[config.mk]
export PLATFORM = sky130hd
export DESIGN_NAME = bcd_countdown_timer
export DESIGN_NICKNAME = d
export VERILOG_FILES = /design/src/rtl/timer_pkg.sv /design/src/rtl/bcd_digit_dec.sv /design/src/rtl/bcd_countdown_timer.sv
export SDC_FILE = /design/constraint.sdc
export NUM_CORES = 1
export LEC_CHECK = 0
export ABC_AREA = 1
export CAP_MARGIN = 10
export CORE_MARGIN = 1.5
export CORE_UTILIZATION = 45
export CTS_CLUSTER_SIZE = 8
export DETAILED_ROUTE_END_ITERATION = 16
export PLACE_DENSITY = 0.8
export SYNTH_ARGS = -nofsm -noshare
export SYNTH_HDL_FRONTEND = slang
export SYNTH_SLANG_ARGS = --single-unit
[constraint.sdc]
create_clock -name clk -period 4.3 [get_ports clk]
set_input_delay 0.86 -clock clk [delete_from_list [all_inputs] [get_ports clk]]
set_output_delay 0.86 -clock clk [all_outputs]
set_load 0.005 [all_outputs]
[src/rtl/timer_pkg.sv]
// Shared types, limits and BCD helpers for the two-digit countdown timer.
package timer_pkg;

  typedef enum logic [1:0] {IDLE, RUN, PAUSE, DONE} state_t;
  typedef logic [3:0] bcd_t;
  typedef logic [6:0] bin_t;

  localparam bcd_t BCD_MAX   = 4'd9;
  localparam int   TIMER_MAX = 99;

  function automatic bcd_t bcd_clamp(input bcd_t d);
    return (d > BCD_MAX) ? BCD_MAX : d;
  endfunction

  function automatic bin_t bcd_to_bin(input bcd_t t, input bcd_t o);
    return bin_t'(t) * 7'd10 + bin_t'(o);
  endfunction

endpackage

[src/rtl/bcd_digit_dec.sv]
// One BCD digit decrementer; chain borrow_out into the next digit's borrow_in.
module bcd_digit_dec
  import timer_pkg::*;
(
  input  logic [3:0] digit_in,
  input  logic       borrow_in,
  output logic [3:0] digit_out,
  output logic       borrow_out
);

  always_comb begin
    digit_out  = digit_in;
    borrow_out = 1'b0;
    if (borrow_in) begin
      if (digit_in == 4'd0) begin
        digit_out  = BCD_MAX;
        borrow_out = 1'b1;
      end else begin
        digit_out = digit_in - 4'd1;
      end
    end
  end

endmodule

[src/rtl/bcd_countdown_timer.sv]
// Two-digit BCD countdown timer with start/pause/load control and expiry events.
// Define TIMER_BONUS_EN to add the `bonus` input that adds BONUS_VALUE seconds.
module bcd_countdown_timer
  import timer_pkg::*;
#(
  parameter int WARN_THRESHOLD = 10
`ifdef TIMER_BONUS_EN
  , parameter int BONUS_VALUE = 5
`endif
) (
  input  logic       clk,
  input  logic       resetN,
  input  logic       tick,
  input  logic       loadN,
  input  logic [3:0] init_tens,
  input  logic [3:0] init_ones,
  input  logic       start,
  input  logic       pause,
`ifdef TIMER_BONUS_EN
  input  logic       bonus,
`endif
  output logic [3:0] tens,
  output logic [3:0] ones,
  output logic       running,
  output logic       expired,
  output logic       time_up,
  output logic       warning
);

  localparam bin_t WARN_BIN = bin_t'(WARN_THRESHOLD);

  state_t state_q, state_d;
  bcd_t   tens_q, tens_d, ones_q, ones_d;
  bcd_t   init_tens_q, init_tens_d, init_ones_q, init_ones_d;
  logic   time_up_q, time_up_d;
  logic   warning_q, warning_d;

  logic   dec_en, ones_borrow, underflow, value_zero;
  bcd_t   dec_tens, dec_ones;

  assign value_zero = (tens_q == 4'd0) && (ones_q == 4'd0);
  // Start is ignored in RUN, so only load and pause can block a tick here.
  assign dec_en     = (state_q == RUN) && loadN && !pause && tick;

  bcd_digit_dec u_ones_dec (
    .digit_in   (ones_q),
    .borrow_in  (dec_en),
    .digit_out  (dec_ones),
    .borrow_out (ones_borrow)
  );

  bcd_digit_dec u_tens_dec (
    .digit_in   (tens_q),
    .borrow_in  (ones_borrow),
    .digit_out  (dec_tens),
    .borrow_out (underflow)
  );

`ifdef TIMER_BONUS_EN
  localparam bin_t BONUS_BIN = bin_t'(BONUS_VALUE);

  logic       bonus_en;
  logic [7:0] bonus_sum;
  bin_t       bonus_sat;

  assign bonus_en = bonus && loadN && ((state_q == RUN) || (state_q == PAUSE));

  // dec_en implies a non-zero value, so the subtraction cannot go negative.
  always_comb begin
    bonus_sum = {1'b0, bcd_to_bin(tens_q, ones_q)} + {1'b0, BONUS_BIN} - {7'd0, dec_en};
    bonus_sat = (bonus_sum > 8'(TIMER_MAX)) ? bin_t'(TIMER_MAX) : bonus_sum[6:0];
  end
`endif

  // NOTE: every flop updates with <= so all of them sample pre-edge values.
  always_ff @(posedge clk or negedge resetN) begin
    if (!resetN) begin
      state_q     <= IDLE;
      tens_q      <= '0;
      ones_q      <= '0;
      init_tens_q <= '0;
      init_ones_q <= '0;
      time_up_q   <= 1'b0;
      warning_q   <= 1'b0;
    end else begin
      state_q     <= state_d;
      tens_q      <= tens_d;
      ones_q      <= ones_d;
      init_tens_q <= init_tens_d;
      init_ones_q <= init_ones_d;
      time_up_q   <= time_up_d;
      warning_q   <= warning_d;
    end
  end

  // NOTE: defaults up front keep every path assigned, so no latches appear.
  always_comb begin
    state_d     = state_q;
    tens_d      = tens_q;
    ones_d      = ones_q;
    init_tens_d = init_tens_q;
    init_ones_d = init_ones_q;
    time_up_d   = 1'b0;

    if (!loadN) begin
      init_tens_d = bcd_clamp(init_tens);
      init_ones_d = bcd_clamp(init_ones);
      tens_d      = bcd_clamp(init_tens);
      ones_d      = bcd_clamp(init_ones);
      state_d     = IDLE;
    end else begin
      unique case (state_q)
        IDLE: if (start) begin
          state_d   = value_zero ? DONE : RUN;
          time_up_d = value_zero;
        end
        RUN: if (pause) begin
          state_d = PAUSE;
        end else if (tick) begin
          tens_d = underflow ? 4'd0 : dec_tens;
          ones_d = underflow ? 4'd0 : dec_ones;
          if (underflow || (dec_tens == 4'd0 && dec_ones == 4'd0)) begin
            state_d   = DONE;
            time_up_d = 1'b1;
          end
        end
        PAUSE: if (!pause) state_d = RUN;
        DONE: if (start) begin
          tens_d = init_tens_q;
          ones_d = init_ones_q;
          if (init_tens_q == 4'd0 && init_ones_q == 4'd0) time_up_d = 1'b1;
          else state_d = RUN;
        end
        default: state_d = IDLE;
      endcase
    end

`ifdef TIMER_BONUS_EN
    if (bonus_en) begin
      tens_d = bcd_t'(bonus_sat / 7'd10);
      ones_d = bcd_t'(bonus_sat % 7'd10);
      if (bonus_sat != '0 && state_d == DONE) begin
        state_d   = RUN;
        time_up_d = 1'b0;
      end
    end
`endif

    warning_d = ((state_d == RUN) || (state_d == PAUSE)) &&
                (bcd_to_bin(tens_d, ones_d) <= WARN_BIN) &&
                !(tens_d == 4'd0 && ones_d == 4'd0);
  end

  always_comb begin
    running = (state_q == RUN);
    expired = (state_q == DONE);
    tens    = tens_q;
    ones    = ones_q;
    time_up = time_up_q;
    warning = warning_q;
  end

endmodule

[Word-level counts from Yosys, hierarchy flattened]
Index checks and enable logic that the tools add are counted.
Operators by class
  $lt $le $gt $ge: 3
  multiplexer cells: 40
  $add $sub $neg: 3
  $mul: 1
  eq/ne operators: 5
  reduce and logical (&&, ||, !) cells: 22
Operator list (count)
  $mux W4: 16
  $logic_not A4 Y1: 8
  $mux W2: 9
  $pmux W4 S2: 2
  $mux W1: 11
  $logic_and A1 B1 Y1: 9
  $gt A4 B4 Y1 const B: 2
  $pmux W2 S4: 1
  $sub A4 B1 Y4 const B: 2
  $add A7 B4 Y7: 1
  $le A7 B4 Y1 const B: 1
  $eq A2 B2 Y1 const B: 3
  $mul A4 B3 Y6 const B: 1
  $eq A2 B1 Y1 const B: 2
  $pmux W1 S3: 1
  $logic_not A1 Y1: 2
  $logic_not A2 Y1: 1
  $logic_or A1 B1 Y1: 2
Word-level totals
  word-level logic and storage cells: 81
  bits of input ports: 14
  register bits after elaboration: 20
  output and inout bits: 12

[Longest topological paths before layout]
  depth after elaboration: 18
  gate-level depth with buffers: 24
  gate-level depth less buffers: 24

[Modules after synthesis]
A second synthesis with hierarchy kept.
Second synthesis, totals
  cell total of the unflattened synthesis: 307
  area total of the unflattened synthesis: 1935.6 µm²
By module, submodules not included
  bcd_countdown_timer: area an instance 1760.4 µm², times used 1, cells each 273, seq. area each 500.5 µm²
  bcd_digit_dec: area an instance 87.6 µm², times used 2, cells each 17, seq. area each 0.0 µm²

[Worst setup path before layout]
Ideal clock, no wire load.
  path kind: in2reg
  start: in pause
  end: reg warning_q (netlist: warning)
  stages: 21
  slack: 0.816 ns
  setup time: 0.069 ns
  arrival: 3.415 ns
  path buffers: 0
  cells stage by stage: inv_1 nand2_1 nor2_4 nand2_1 nand2_1 nand2_1 o21ai_1 nand2_1 nand2_1 ha_1 ha_1 fa_1 inv_1 nor3_1 xnor2_1 inv_1 nand3_1 nand3_1 nor2_1 nand2_1 nor2_2
On the way
  elaborated cells between the ends (all ways): 39
RTL lines
  start: declaration: line bcd_countdown_timer.sv:18  | input logic pause,
  $logic_not A1 Y1
  $logic_and A1 B1 Y1 (2 in series): line bcd_countdown_timer.sv:43  | assign dec_en = (state_q == RUN) && loadN && !pause && tick;
  $mux W1: line bcd_digit_dec.sv:14  | if (borrow_in) begin
  $mux W4 or $mux W1 (tied branches): line bcd_digit_dec.sv:14
  $mux W4: line bcd_countdown_timer.sv:120  | tens_d = underflow ? 4'd0 : dec_tens;
  $mux W4: line bcd_countdown_timer.sv:119  | end else if (tick) begin
  $mux W4 (*): line bcd_countdown_timer.sv:117  | RUN: if (pause) begin
  $pmux W4 S2 (*): line bcd_countdown_timer.sv:112  | unique case (state_q)
  $mux W4 (*): line bcd_countdown_timer.sv:105  | if (!loadN) begin
  net tens_d[1]: line bcd_countdown_timer.sv:33  | bcd_t tens_q, tens_d, ones_q, ones_d;
  $mul A4 B3 Y6: line timer_pkg.sv:16  | return bin_t'(t) * 7'd10 + bin_t'(o);
  $add A7 B4 Y7: line timer_pkg.sv:16
  $le A7 B4 Y1: line bcd_countdown_timer.sv:150  | (bcd_to_bin(tens_d, ones_d) <= WARN_BIN) &&
  $logic_and A1 B1 Y1: line bcd_countdown_timer.sv:149  | warning_d = ((state_d == RUN) || (state_d == PAUSE)) &&
  $logic_and A1 B1 Y1 (*): line bcd_countdown_timer.sv:150
  net warning_d: line bcd_countdown_timer.sv:36  | logic warning_q, warning_d;
  end signal: assignment: line bcd_countdown_timer.sv:92  | warning_q <= warning_d;
  end: declaration: line bcd_countdown_timer.sv:36
The timed path passes the listed nets; every way through them passes the cells marked *.
A chain may end at the register's enable or synchronous reset.

[Worst setup path after layout]
  start: in loadN
  end: reg warning_q (netlist: warning)
On the way
  elaborated cells between the ends (all ways): 38
RTL lines
  start: declaration: line bcd_countdown_timer.sv:14  | input logic loadN,
  $logic_and A1 B1 Y1 (3 in series): line bcd_countdown_timer.sv:43
  $mux W1: line bcd_digit_dec.sv:14
  $mux W4 or $mux W1 (tied branches): line bcd_digit_dec.sv:14
  $mux W4: line bcd_countdown_timer.sv:120
  $mux W4: line bcd_countdown_timer.sv:119
  $mux W4: line bcd_countdown_timer.sv:117
  $pmux W4 S2: line bcd_countdown_timer.sv:112
  $mux W4 (*): line bcd_countdown_timer.sv:105
  net tens_d[2]: line bcd_countdown_timer.sv:33
  $mul A4 B3 Y6: line timer_pkg.sv:16
  $add A7 B4 Y7: line timer_pkg.sv:16
  $le A7 B4 Y1: line bcd_countdown_timer.sv:150
  $logic_and A1 B1 Y1: line bcd_countdown_timer.sv:149
  $logic_and A1 B1 Y1 (*): line bcd_countdown_timer.sv:150
  net warning_d: line bcd_countdown_timer.sv:36
Marks and branches as above.

==> summary.md <==
| Metric | Value |
|---|---|
| CTS Buf Count | `3` |
| Total wire length | `4490 µm` |
| Crit path arrival time | `4.18 ns` |
| Hold EP | `init_tens_q[1]$_DFFE_PN0N_` |
| Global placer's final weighted congestion | `0.907` |
| Worst r2r src | `state_q[1]$_DFF_PN0_` |
| Largest vdd supply drop | `around 400 µV` |
| Cell area after synthesis | `1750 µm²` |
| Worst skew pair latency | `~0.26 ns` |
| Crit-path max FO | `6` |
| Max Slew Vio Count | `0` |
| Row cnt | `22` |
| Static Leak | `1.13 nW` |
| # setup viols final | `0` |
| CTS tree | `built` |
| Hold path start | `init_tens_q[1]$_DFFE_PN0N_` |
| Post-Layout Cell Count | `343` |
| Cell count after synthesis | `approximately 260` |
| CP Cell Sequence | `clkdlybuf4s50_1, nand2_2, inv_2, nand2_2, nor2_4, nand2_1, o211ai_1, nand2_1, a21oi_1, inv_1, ha_1, ha_1, nand2_1, nand2_1, a31oi_1, xor2_1, nand2_1, a21oi_1, nand3_1, nor2_1, nand2_1, nor2_2` |
| Reg2Reg Capture Point | `warning$_DFF_PN0_` |
| Placed cells | `339` |
| WS Path Type | `primary input to flop` |
| CTS Buffer Depth | `2` |
| RSZ-0062 raised after global routing | `false` |
| Slowest stage cell, crit path | `clkdlybuf4s50_1` |
| Pwr Total | `1.28 mW` |
| Outcome | `complete, no violations` |
| Layout area overhead | `24.0%` |
| IO Pins | `26` |
| Sink Count | `20` |
| Post-cts hold buffer count | `0` |
| DIE AREA | `4280 µm²` |
| Final net count | `325` |
| Final Hold Viols | `0` |
| Die Wd | `65.4 µm` |
| Routing usage on met1 | `30.4%` |
| Post-synth top area cell | `dfrtp_1` |
| Synth top area share | `between 20% and 30%` |
| Period utilisation layout | `92.5%` |
| Total GRT Usage | `23.5%` |
| Largest net degree at the start of global routing | `21` |
| Crit path max-delay family | `simple AND/OR/NAND/NOR gates` |
| Starting DRT DRC Count | `112` |
| Syn Nets | `291` |
| Post-synth EDFFs | `0` |
| CTS clk-pin slew, worst paths | `around 0.080 ns` |
| Via count | `1815` |
| Hold Path Depth | `2` |
| # DRC | `0` |
| Number of port buffers | `25` |
| CP peak stage delay | `approximately 0.55 ns` |
| Vias per cell | `around 5.3` |
| Layout cell share with drive strength beyond 1 | `7.12%` |
| Utilization after layout | `between 50 and 60%` |
| Flop2flop setup slack | `0.48 ns` |
| Minimum clock period | `3.98 ns` |
| HP Class | `flop to flop` |
| Asr flop ratio synth | `100%` |
| Area contributors post-synth | `dfrtp_1 29%, nand2_1 16%, ha_1 9.3%` |
| Post-DP HPWL | `3660 µm` |
| Worst-margin pin slew | `between 0.8 and 0.9 ns` |
| Gr ovfl total | `0` |
| DR pass1 iterations | `5` |
| Most used cell, CP | `nand2_1` |
| WL per Instance | `13.1 µm` |
| Synth unique cells | `32` |
| Routed Antenna Nets | `0` |
| Max-cap violations | `0` |
| Worst clock skew | `0.00376 ns` |
| Cell Pwr Density | `588 nW/µm²` |
| GRT met2 Usage | `40.3%` |
| Max-slew headroom | `between 40% and 50%` |
| Buffers plus inverters on the worst setup path | `3` |
| # diodes | `0` |
| H-tree Lvls | `1` |
| Post-synth top cells | `74 x nand2_1, 43 x inv_1, 25 x nor2_1` |
| Starting density of the core | `47.5%` |
| Post-synthesis sequential area ratio | `between 20 and 30%` |
| First-pass GRT wire length | `7770 µm` |
| Yosys reg bits | `20` |
| DIE HEIGHT | `65.4 µm` |
| GR Util met3 | `3.25%` |
| CP Capture Type | `flop` |
| CTS Root Cell | `clkbuf_8` |
| Fmax achieved | `0.251 GHz` |
| Number of global-route vias before repair | `1719` |
| GRT busiest layer | `met2` |
| Main synth FF type | `dfrtp_1` |
| Core footprint | `3690 µm²` |
| Crit start category | `primary input` |
| Count leader, synth | `nand2_1` |
| R2R cell count | `23` |
| Avg Synthesized Cell Area | `approximately 6.7 µm²` |
| Initial antenna violation count | `0` |
| Setup TNS Final | `0 ns` |
| Synth warn | `0` |
| WP data required | `about 4.5 ns` |
==> layout make-up <==
class / count / area (µm²)
Fill cell: 364 / 1520
Multi-Input combinational cell: 195 / 1080
Sequential cell: 20 / 500
Timing Repair Buffer: 31 / 295
Inverter: 45 / 169
Tap cell: 48 / 60.1
Clock buffer: 3 / 41.3
Clock inverter: 1 / 30.0
==> worst max path at each step <==
stage / startpoint / end / depth (start not counted)
2_1_floorplan: pause / warning$_DFF_PN0_ / 21
3_3_place_gp: loadN / warning$_DFF_PN0_ / 22
3_5_place_dp: loadN / warning$_DFF_PN0_ / 22
4_1_cts: loadN / warning$_DFF_PN0_ / 22
5_1_grt: loadN / warning$_DFF_PN0_ / 23
6_report: loadN / warning$_DFF_PN0_ / 22
==> worst min-delay path, stage by stage (launching register included) <==
cell,delay [ns]
dfrtp_1,0.39
nand2_1,0.07
nand2_1,0.06
==> registers in the layout (all words and copies together), names as in the netlist <==
signal / flops
init_ones_q: 4
init_tens_q: 4
ones: 4
tens: 4
state_q: 2
time_up: 1
warning: 1
==> repair_timing <==
action,in CTS,in global routing
hold endpoints to repair,0,0
endpoints found under the setup margin,0,1
gates resized for setup,0,1
buffers inserted,0,0
==> stage by stage <==
stage               worst slack (ns)  cell area [µm²]  hold WS (ns)
floorplan                      0.816             1750         0.471
global placement               0.144             2100         0.506
detailed placement            0.0197             2100         0.511
CTS                            0.288             2170         0.533
global route                  0.0119             2170         0.576
finish                         0.323             2170         0.545
==> cells by family after synthesis <==
family | synth area share [%]
AOI/OAI and AO/OA | 14.7
buffers and inverters | 10.3
DFF | 28.6
adders and majority gates | 11.6
xor gates and xnor gates | 2.50
and+or+nand+nor | 32.4
==> routing by layer <==
layer | vias up | routed length (µm)
met1 | 829 | 1950
met2 | 63 | 2210
li1 | 916 | -
met3 | 7 | 263
met4 | 0 | 63
met5 | - | 0
==> placed cells by master (no fill, tap or decap), types with 3 or more instances in the layout <==
cell type        Yosys  routed
o22ai_1              4       4
o21ai_1              3       3
nand4_1              5       5
o211ai_1             3       3
nor2_1              25      25
nand2_2              4       4
inv_1               43      43
nand3_1             19      19
nand2_1             74      74
ha_1                13      13
a221oi_1             3       3
xor2_1               3       3
clkbuf_8             0       3
buf_4                1       6
clkdlybuf4s50_1      0      25
o21ai_0              9       9
dfrtp_1             20      20
a21oi_1             12      12
==> where the power goes <==
group	switching (mW)	internal, mW	total (mW)
Sequential	0.0601	0.232	0.293
Combinational	0.470	0.326	0.796
Clock	0.0651	0.124	0.189
Total	0.596	0.683	1.28
Power figures use the tool's default switching activity.
